### src/rtl/vga_pkg.sv
// Shared definitions for the VGA scan-out controller: register map, bit indices,
// pixel layout and the DAC conduit word packing.
package vga_pkg;

  localparam logic [2:0] ADDR_CTRL      = 3'd0;
  localparam logic [2:0] ADDR_COLOR     = 3'd1;
  localparam logic [2:0] ADDR_POS       = 3'd2;
  localparam logic [2:0] ADDR_BUF_REQ   = 3'd3;
  localparam logic [2:0] ADDR_STATUS    = 3'd4;
  localparam logic [2:0] ADDR_FRAME_CNT = 3'd5;

  localparam int CTRL_EN     = 0;
  localparam int CTRL_IRQ_EN = 1;
  localparam int CTRL_SRC    = 2;

  localparam int STAT_VBLANK = 0;
  localparam int STAT_SWAP   = 1;
  localparam int STAT_IRQ    = 2;

  typedef struct packed {
    logic [7:0] b;
    logic [7:0] g;
    logic [7:0] r;
  } pixel_t;

  function automatic logic [31:0] pack_export(pixel_t p, logic hs, logic vs,
                                              logic blank_n, logic vga_clk);
    return {3'b000, vga_clk, 1'b0, blank_n, vs, hs, p};
  endfunction

endpackage

### src/rtl/vga_timing_gen.sv
// Pixel-clock divider, h/v scan counters and registered sync/blank decode.
module vga_timing_gen
  import vga_pkg::*;
#(
  parameter int H_ACTIVE = 640,
  parameter int H_FP     = 16,
  parameter int H_SYNC   = 96,
  parameter int H_BP     = 48,
  parameter int V_ACTIVE = 480,
  parameter int V_FP     = 10,
  parameter int V_SYNC   = 2,
  parameter int V_BP     = 33,
  parameter int CLK_DIV  = 2
) (
  input  logic       clk,
  input  logic       rst_n,
  input  logic       en,
  output logic [9:0] hpos,
  output logic [9:0] vpos,
  output logic       active,
  output logic       vblank,
  output logic       vblank_evt,
  output logic       vga_clk,
  output logic       hs,
  output logic       vs,
  output logic       blank_n
);

  localparam int H_TOTAL = H_ACTIVE + H_FP + H_SYNC + H_BP;
  localparam int V_TOTAL = V_ACTIVE + V_FP + V_SYNC + V_BP;
  localparam int HW = $clog2(H_TOTAL);
  localparam int VW = $clog2(V_TOTAL);
  localparam int TW = $clog2(CLK_DIV);

  localparam logic [TW-1:0] T_LAST = TW'(CLK_DIV - 1);
  localparam logic [HW-1:0] H_LAST = HW'(H_TOTAL - 1);
  localparam logic [VW-1:0] V_LAST = VW'(V_TOTAL - 1);
  localparam logic [VW-1:0] V_VIS_LAST = VW'(V_ACTIVE - 1);

  logic [TW-1:0] tcnt;
  logic [HW-1:0] hcnt;
  logic [VW-1:0] vcnt;
  logic          tick, h_last, v_last;
  logic          h_act, v_act, h_sync, v_sync;

  assign tick   = en && (tcnt == T_LAST);
  assign h_last = (hcnt == H_LAST);
  assign v_last = (vcnt == V_LAST);

  // Disable acts like a soft reset so re-enabling always restarts at (0,0).
  always_ff @(posedge clk) begin
    if (!rst_n || !en) begin
      tcnt <= '0;
      hcnt <= '0;
      vcnt <= '0;
    end else begin
      tcnt <= tick ? '0 : tcnt + 1'b1;
      if (tick) begin
        hcnt <= h_last ? '0 : hcnt + 1'b1;
        if (h_last) vcnt <= v_last ? '0 : vcnt + 1'b1;
      end
    end
  end

  assign h_act  = 32'(hcnt) < H_ACTIVE;
  assign v_act  = 32'(vcnt) < V_ACTIVE;
  assign h_sync = (32'(hcnt) >= H_ACTIVE + H_FP) && (32'(hcnt) < H_ACTIVE + H_FP + H_SYNC);
  assign v_sync = (32'(vcnt) >= V_ACTIVE + V_FP) && (32'(vcnt) < V_ACTIVE + V_FP + V_SYNC);

  assign active     = en && h_act && v_act;
  assign vblank     = 32'(vcnt) >= V_ACTIVE;
  assign vblank_evt = tick && h_last && (vcnt == V_VIS_LAST);
  assign vga_clk    = 32'(tcnt) >= CLK_DIV / 2;
  assign hpos       = 10'(hcnt);
  assign vpos       = 10'(vcnt);

  always_ff @(posedge clk) begin
    if (!rst_n) begin
      hs      <= 1'b1;
      vs      <= 1'b1;
      blank_n <= 1'b0;
    end else begin
      hs      <= !(en && h_sync);
      vs      <= !(en && v_sync);
      blank_n <= active;
    end
  end

endmodule

### src/rtl/avalon_vga_scanout_ctrl.sv
// Avalon-MM VGA scan-out: register file, double-buffer swap, frame IRQ and
// pixel source mux feeding the VGA DAC conduit.
module avalon_vga_scanout_ctrl
  import vga_pkg::*;
#(
  parameter int H_ACTIVE = 640,
  parameter int H_FP     = 16,
  parameter int H_SYNC   = 96,
  parameter int H_BP     = 48,
  parameter int V_ACTIVE = 480,
  parameter int V_FP     = 10,
  parameter int V_SYNC   = 2,
  parameter int V_BP     = 33,
  parameter int CLK_DIV  = 2,
  parameter int COLOR_W  = 8
) (
  input  logic                 CLK,
  input  logic                 RESET_N,
  input  logic                 AVL_READ,
  input  logic                 AVL_WRITE,
  input  logic                 AVL_CS,
  input  logic [3:0]           AVL_BYTE_EN,
  input  logic [2:0]           AVL_ADDR,
  input  logic [31:0]          AVL_WRITEDATA,
  output logic [31:0]          AVL_READDATA,
  input  logic [3*COLOR_W-1:0] PIX_IN,
  output logic [9:0]           FB_X,
  output logic [9:0]           FB_Y,
  output logic                 FB_SEL,
  output logic                 IRQ,
  output logic [31:0]          EXPORT_DATA
);

  logic [2:0]  ctrl;
  logic [23:0] color_reg;
  logic        buf_req, swap_pending, fb_sel, irq_flag, irq_q;
  logic [31:0] frame_cnt, rd_mux, rdata;
  pixel_t      pix_q;

  logic [9:0] xpos, ypos;
  logic       active, vblank, vblank_evt, vga_clk, hs, vs, blank_n;

  vga_timing_gen #(
    .H_ACTIVE(H_ACTIVE), .H_FP(H_FP), .H_SYNC(H_SYNC), .H_BP(H_BP),
    .V_ACTIVE(V_ACTIVE), .V_FP(V_FP), .V_SYNC(V_SYNC), .V_BP(V_BP),
    .CLK_DIV(CLK_DIV)
  ) u_timing (
    .clk       (CLK),
    .rst_n     (RESET_N),
    .en        (ctrl[CTRL_EN]),
    .hpos      (xpos),
    .vpos      (ypos),
    .active    (active),
    .vblank    (vblank),
    .vblank_evt(vblank_evt),
    .vga_clk   (vga_clk),
    .hs        (hs),
    .vs        (vs),
    .blank_n   (blank_n)
  );

  logic wr, rd, wr_ctrl, wr_color, wr_buf, wr_stat;
  assign wr       = AVL_WRITE && AVL_CS;
  assign rd       = AVL_READ && AVL_CS;
  assign wr_ctrl  = wr && (AVL_ADDR == ADDR_CTRL);
  assign wr_color = wr && (AVL_ADDR == ADDR_COLOR);
  assign wr_buf   = wr && (AVL_ADDR == ADDR_BUF_REQ);
  assign wr_stat  = wr && (AVL_ADDR == ADDR_STATUS);

  logic unused_wr_bits;
  assign unused_wr_bits = ^{AVL_WRITEDATA[31:24], AVL_BYTE_EN[3]};

  always_ff @(posedge CLK) begin
    if (!RESET_N) begin
      ctrl      <= '0;
      color_reg <= '0;
      buf_req   <= 1'b0;
    end else begin
      if (wr_ctrl && AVL_BYTE_EN[0]) ctrl <= AVL_WRITEDATA[2:0];
      for (int i = 0; i < 3; i++)
        if (wr_color && AVL_BYTE_EN[i]) color_reg[8*i +: 8] <= AVL_WRITEDATA[8*i +: 8];
      if (wr_buf && AVL_BYTE_EN[0]) buf_req <= AVL_WRITEDATA[0];
    end
  end

  // The vblank event sees the pre-write buf_req/swap_pending, so a BUF_REQ
  // write on that cycle re-arms pending for the next frame instead of swapping.
  always_ff @(posedge CLK) begin
    if (!RESET_N) begin
      swap_pending <= 1'b0;
      fb_sel       <= 1'b0;
      irq_flag     <= 1'b0;
      irq_q        <= 1'b0;
      frame_cnt    <= '0;
    end else begin
      if (wr_buf)          swap_pending <= 1'b1;
      else if (vblank_evt) swap_pending <= 1'b0;
      if (vblank_evt && swap_pending) fb_sel <= buf_req;
      if (vblank_evt)
        irq_flag <= 1'b1;
      else if (wr_stat && AVL_BYTE_EN[0] && AVL_WRITEDATA[STAT_IRQ])
        irq_flag <= 1'b0;
      if (vblank_evt) frame_cnt <= frame_cnt + 32'd1;
      irq_q <= irq_flag && ctrl[CTRL_IRQ_EN];
    end
  end

  always_comb begin
    rd_mux = '0;
    case (AVL_ADDR)
      ADDR_CTRL:      rd_mux = {29'd0, ctrl};
      ADDR_COLOR:     rd_mux = {8'd0, color_reg};
      ADDR_POS:       rd_mux = {6'd0, ypos, 6'd0, xpos};
      ADDR_BUF_REQ:   rd_mux = {31'd0, buf_req};
      ADDR_STATUS:    rd_mux = {29'd0, irq_flag, swap_pending, vblank};
      ADDR_FRAME_CNT: rd_mux = frame_cnt;
      default:        rd_mux = '0;
    endcase
  end

  always_ff @(posedge CLK) begin
    if (!RESET_N) rdata <= '0;
    else          rdata <= rd ? rd_mux : '0;
  end

  // Channels are MSB-aligned into 8-bit DAC fields; bits below COLOR_W read 0.
  logic [23:0] pix_fb, pix_col, pix_sel;
  for (genvar c = 0; c < 3; c++) begin : g_chan
    assign pix_fb[8*c +: 8]  = 8'(PIX_IN[COLOR_W*c +: COLOR_W]) << (8 - COLOR_W);
    assign pix_col[8*c +: 8] = color_reg[8*c +: 8] & (8'hFF << (8 - COLOR_W));
  end
  assign pix_sel = ctrl[CTRL_SRC] ? pix_fb : pix_col;

  always_ff @(posedge CLK) begin
    if (!RESET_N) pix_q <= '0;
    else          pix_q <= active ? pix_sel : '0;
  end

  assign AVL_READDATA = rdata;
  assign FB_X         = xpos;
  assign FB_Y         = ypos;
  assign FB_SEL       = fb_sel;
  assign IRQ          = irq_q;
  assign EXPORT_DATA  = pack_export(pix_q, hs, vs, blank_n, vga_clk);

endmodule

### config.mk
export PLATFORM = sky130hd
export DESIGN_NAME = avalon_vga_scanout_ctrl
export DESIGN_NICKNAME = d
export VERILOG_FILES = /design/src/rtl/vga_pkg.sv /design/src/rtl/vga_timing_gen.sv /design/src/rtl/avalon_vga_scanout_ctrl.sv
export SDC_FILE = /design/constraint.sdc
export NUM_CORES = 1
export LEC_CHECK = 0
export BUFFER_PORTS_ARGS = -buffer_cell sky130_fd_sc_hd__buf_4
export CORE_ASPECT_RATIO = 0.9
export CORE_MARGIN = 2
export CORE_UTILIZATION = 53
export DETAILED_ROUTE_END_ITERATION = 10
export PLACE_DENSITY_LB_ADDON = 0.1
export SYNTH_ARGS = -nofsm -noshare
export SYNTH_HDL_FRONTEND = slang
export SYNTH_HIERARCHICAL = 1
export SYNTH_SLANG_ARGS = --single-unit
### constraint.sdc
create_clock -name CLK -period 4 [get_ports CLK]
set_clock_uncertainty 0.05 [all_clocks]
set_input_delay 0.4 -clock CLK [delete_from_list [all_inputs] [get_ports CLK]]
set_output_delay 0.4 -clock CLK [all_outputs]
set_load 0.01 [all_outputs]
==> metrics.md <==
| Metric | Value |
|---|---|
| Max Freq | 0.292 GHz |
| Synth Warn # | 6 |
| Min setup slack post-route | 0.580 ns |
| Htree depth | 4 |
| Fin. max-slew vios | 0 |
| Total CTS buffers | 17 |
| RD Place Congestion | 0.926 |
| Clock sink count | 144 |
| Unique masters post-synth | 52 |
| Synth Area in XOR/XNOR | 0.0299 |
| CP Capture Type | flip-flop |
| Clk slew on worst S/H paths | 0.06 ns |
| Fin Hold WS | 0.156 ns |
| Wirelength, routed | 15900 µm |
| Chip width | 118 µm |
| Antenna-violating nets left | 0 |
| Synth Area in Compound Gates | 0.111 |
| Startpoint types | flip-flop |
| All-Layer GR Usage | 0.258 |
| Max-Cap Viols | 0 |
| Leak | 3.13 nW |
| Fin nets | 849 |
| Iteration-0 DRC count of the detailed router | 463 |
| Fillcell total | 916 |
| Clk_lat worst skew | 0.43 ns |
| Worst path arrival time | 3.73 ns |
| Fin. Hold Viols | 0 |
| Largest family of logic cells by synthesized area | simple AND/OR/NAND/NOR gates |
| Mapped Avg Cell Area | 9.35 µm² |
| Number of synthesized flops with an enable pin | 0 |
| Largest net degree at the start of global routing | 53 |
| Clock Tree Root | clkbuf_16 |
| Worst-path fanout max | 21 |
| Synth Area in Adders | 0.0122 |
| Top_reg_cell synth | dfxtp_1 |
| Die footprint | 12500 µm² |
| Status | complete, no violations |
| Hold Path Class | in -> reg |
| Die height | 106 µm |
| Ports | 154 |
| CORE AREA | 11400 µm² |
| Setup CP Type | reg -> reg |
| Total setup buffers inserted after CTS | 0 |
| Slew @ Worst Pin | 1.18 ns |
| RSZ-0062 raised after global routing | false |
| Hpwl dp | 11300 µm |
| Hold path start | PIX_IN[10] |
| Worst vdd ir | 0.000305 V |
| # setup viols final | 0 |
| Vias per inst | 5.66 |
| Post-Syn Area | 6150 µm² |
| WL per Instance | 16.9 µm |
| Port bufs | 140 |
| Hold Path Stages | 3 |
| Cts hold-fix bufs | 0 |
| Gr ovfl total | 0 |
| Min Tclk post-route | 3.42 ns |
| Simple-gate portion of the synthesized area | 0.216 |
| Diodes inserted | 0 |
| Setup_tns | 0 ns |
| Worst slack at placement | 0.678 ns |
| Via count | 5339 |
| Critical R2R Launch | u_timing/hpos[1] |
| Share of post-route cells with drive strength above 1 | 0.237 |
| Row count | 37 |
| Register area share after synthesis | 0.469 |
| Critical Path RT | 4.31 ns |
| Share of async-settable or async-resettable flops after synthesis | 0 |
| Maximum clock insertion buffer count | 2 |
| Power density of the placed cells | 404 nW/µm² |
| Reg2reg path depth | 9 |
| Cell count after synthesis | 658 |
| Antenna violations before repair | 0 |
| Total power | 0.00314 W |
| Vias in the first global route | 5080 |
| Initial cell density of the core | 0.540 |
| Slew HR | 0.215 |
| Initial DRT Pass Iterations | 5 |
| Post_cts resized | 0 |
| Crit path launch | u_timing/hpos[1] |
| Post-synthesis sequential element count | 144 |
| Area grow syn2layout | 26.4% |
| CTS tree | done |
| First-pass GRT wire length | 25400 µm |
| Post-synthesis mux area share | 0.110 |
| Period utilisation layout | 0.855 |
| DRC viols | 0 |
==> worst paths after layout <==
path	slack (ns)	endpoint
worst min-delay path	0.16	EXPORT_DATA[10]
worst min register to register	0.42	frame_cnt[31]
worst max register to register	0.58	frame_cnt[28]
worst max-delay path	0.58	frame_cnt[28]
==> routing by layer <==
| metal | wire length (µm) | vias to the layer above | global-route usage |
|---|---|---|---|
| li1 | - | 2562 | - |
| met1 | 7060 | 2603 | 0.329 |
| met2 | 7750 | 153 | 0.419 |
| met3 | 863 | 21 | 0.0751 |
| met4 | 265 | 0 | 0.0921 |
| met5 | 0 | - | 0 |
==> cell families (layout without fill, tap and decap cells) <==
| group | count (synthesis) | after routing |
|---|---|---|
| AO/OA/AOI/OAI | 101 | 101 |
| XOR/XNOR | 21 | 21 |
| multiplexers | 66 | 66 |
| flip-flops | 144 | 144 |
| buffers and inverters | 63 | 190 |
| AND/OR/NAND/NOR | 256 | 256 |
| adder cells (fa/ha/maj) | 6 | 6 |
| other | 1 | 4 |
==> worst max-delay path, stage by stage (launching register included) <==
cell and delay (ns):
dfxtp_1 0.42, ha_1 0.23, nand2_1 0.08, or4_4 0.66, nor3_1 0.25, buf_4 0.19, and4_1 0.38, nand3_1 0.37
or4_1 0.57, a21oi_1 0.15
==> where the power goes <==
group	leakage, nW	switching [W]	internal, W
registers	1.16	0.00000225	0.00144
clock network	0.289	0.000591	0.00101
logic	1.68	0.0000551	0.0000493
total	3.13	0.000648	0.00249
==> synth_stat cells (13+ instances only) <==
cell type / instances / area share
xor2_1: 15 / 0.021
dfxtp_1: 144 / 0.47
mux2i_1: 62 / 0.10
a22oi_1: 20 / 0.024
and4_1: 13 / 0.019
nand4_1: 18 / 0.018
and2_1: 13 / 0.013
a22o_1: 15 / 0.021
a21oi_1: 28 / 0.023
o21ai_0: 14 / 0.011
nand2_1: 20 / 0.012
nand3_1: 24 / 0.020
clkbuf_1: 22 / 0.013
nor2_1: 111 / 0.068
==> through the flow <==
stage	util	cell area [µm²]	cells
after floorplan	-	6160	661
after global placement	0.630	7180	912
after detailed placement	0.630	7180	912
after CTS	0.683	7770	944
after global routing	0.683	7770	944
final	0.683	7770	944
==> layout by cell type (no fill, tap or decap), types with 3 or more instances in the layout <==
master,Yosys,routed
nand4_1,18,18
clkinvlp_4,0,3
nor2_1,111,111
nand3b_1,3,3
clkinv_2,0,5
mux2i_1,62,62
a22oi_1,20,20
a22o_1,15,15
inv_1,12,12
ha_1,6,6
nor4_1,5,5
xor2_1,15,15
mux2_2,3,3
o21ai_0,14,14
o31ai_1,12,12
and4_1,13,13
buf_4,12,145
clkbuf_16,0,17
and2_1,13,13
nor2b_1,3,3
bufinv_16,0,3
conb_1,1,4
dfxtp_1,144,144
nand2_1,20,20
nand3_1,24,24
or3_1,12,12
nand2b_1,3,3
and3_1,6,6
or4_1,11,11
nor3_1,4,4
a21oi_1,28,28
xnor2_1,6,6
==> cell type report <==
class                      instances  area, µm²  share of cell area
multi-input combinational        454       2960               0.381
sequential                       144       2880               0.371
timing repair buffer             145       1090               0.140
clock buffer                      21        460              0.0592
tap                              156        195              0.0251
clock inverter                    11        138              0.0177
inverter                          13       48.8             0.00628
No activity file was read; power rests on OpenSTA's default activity.
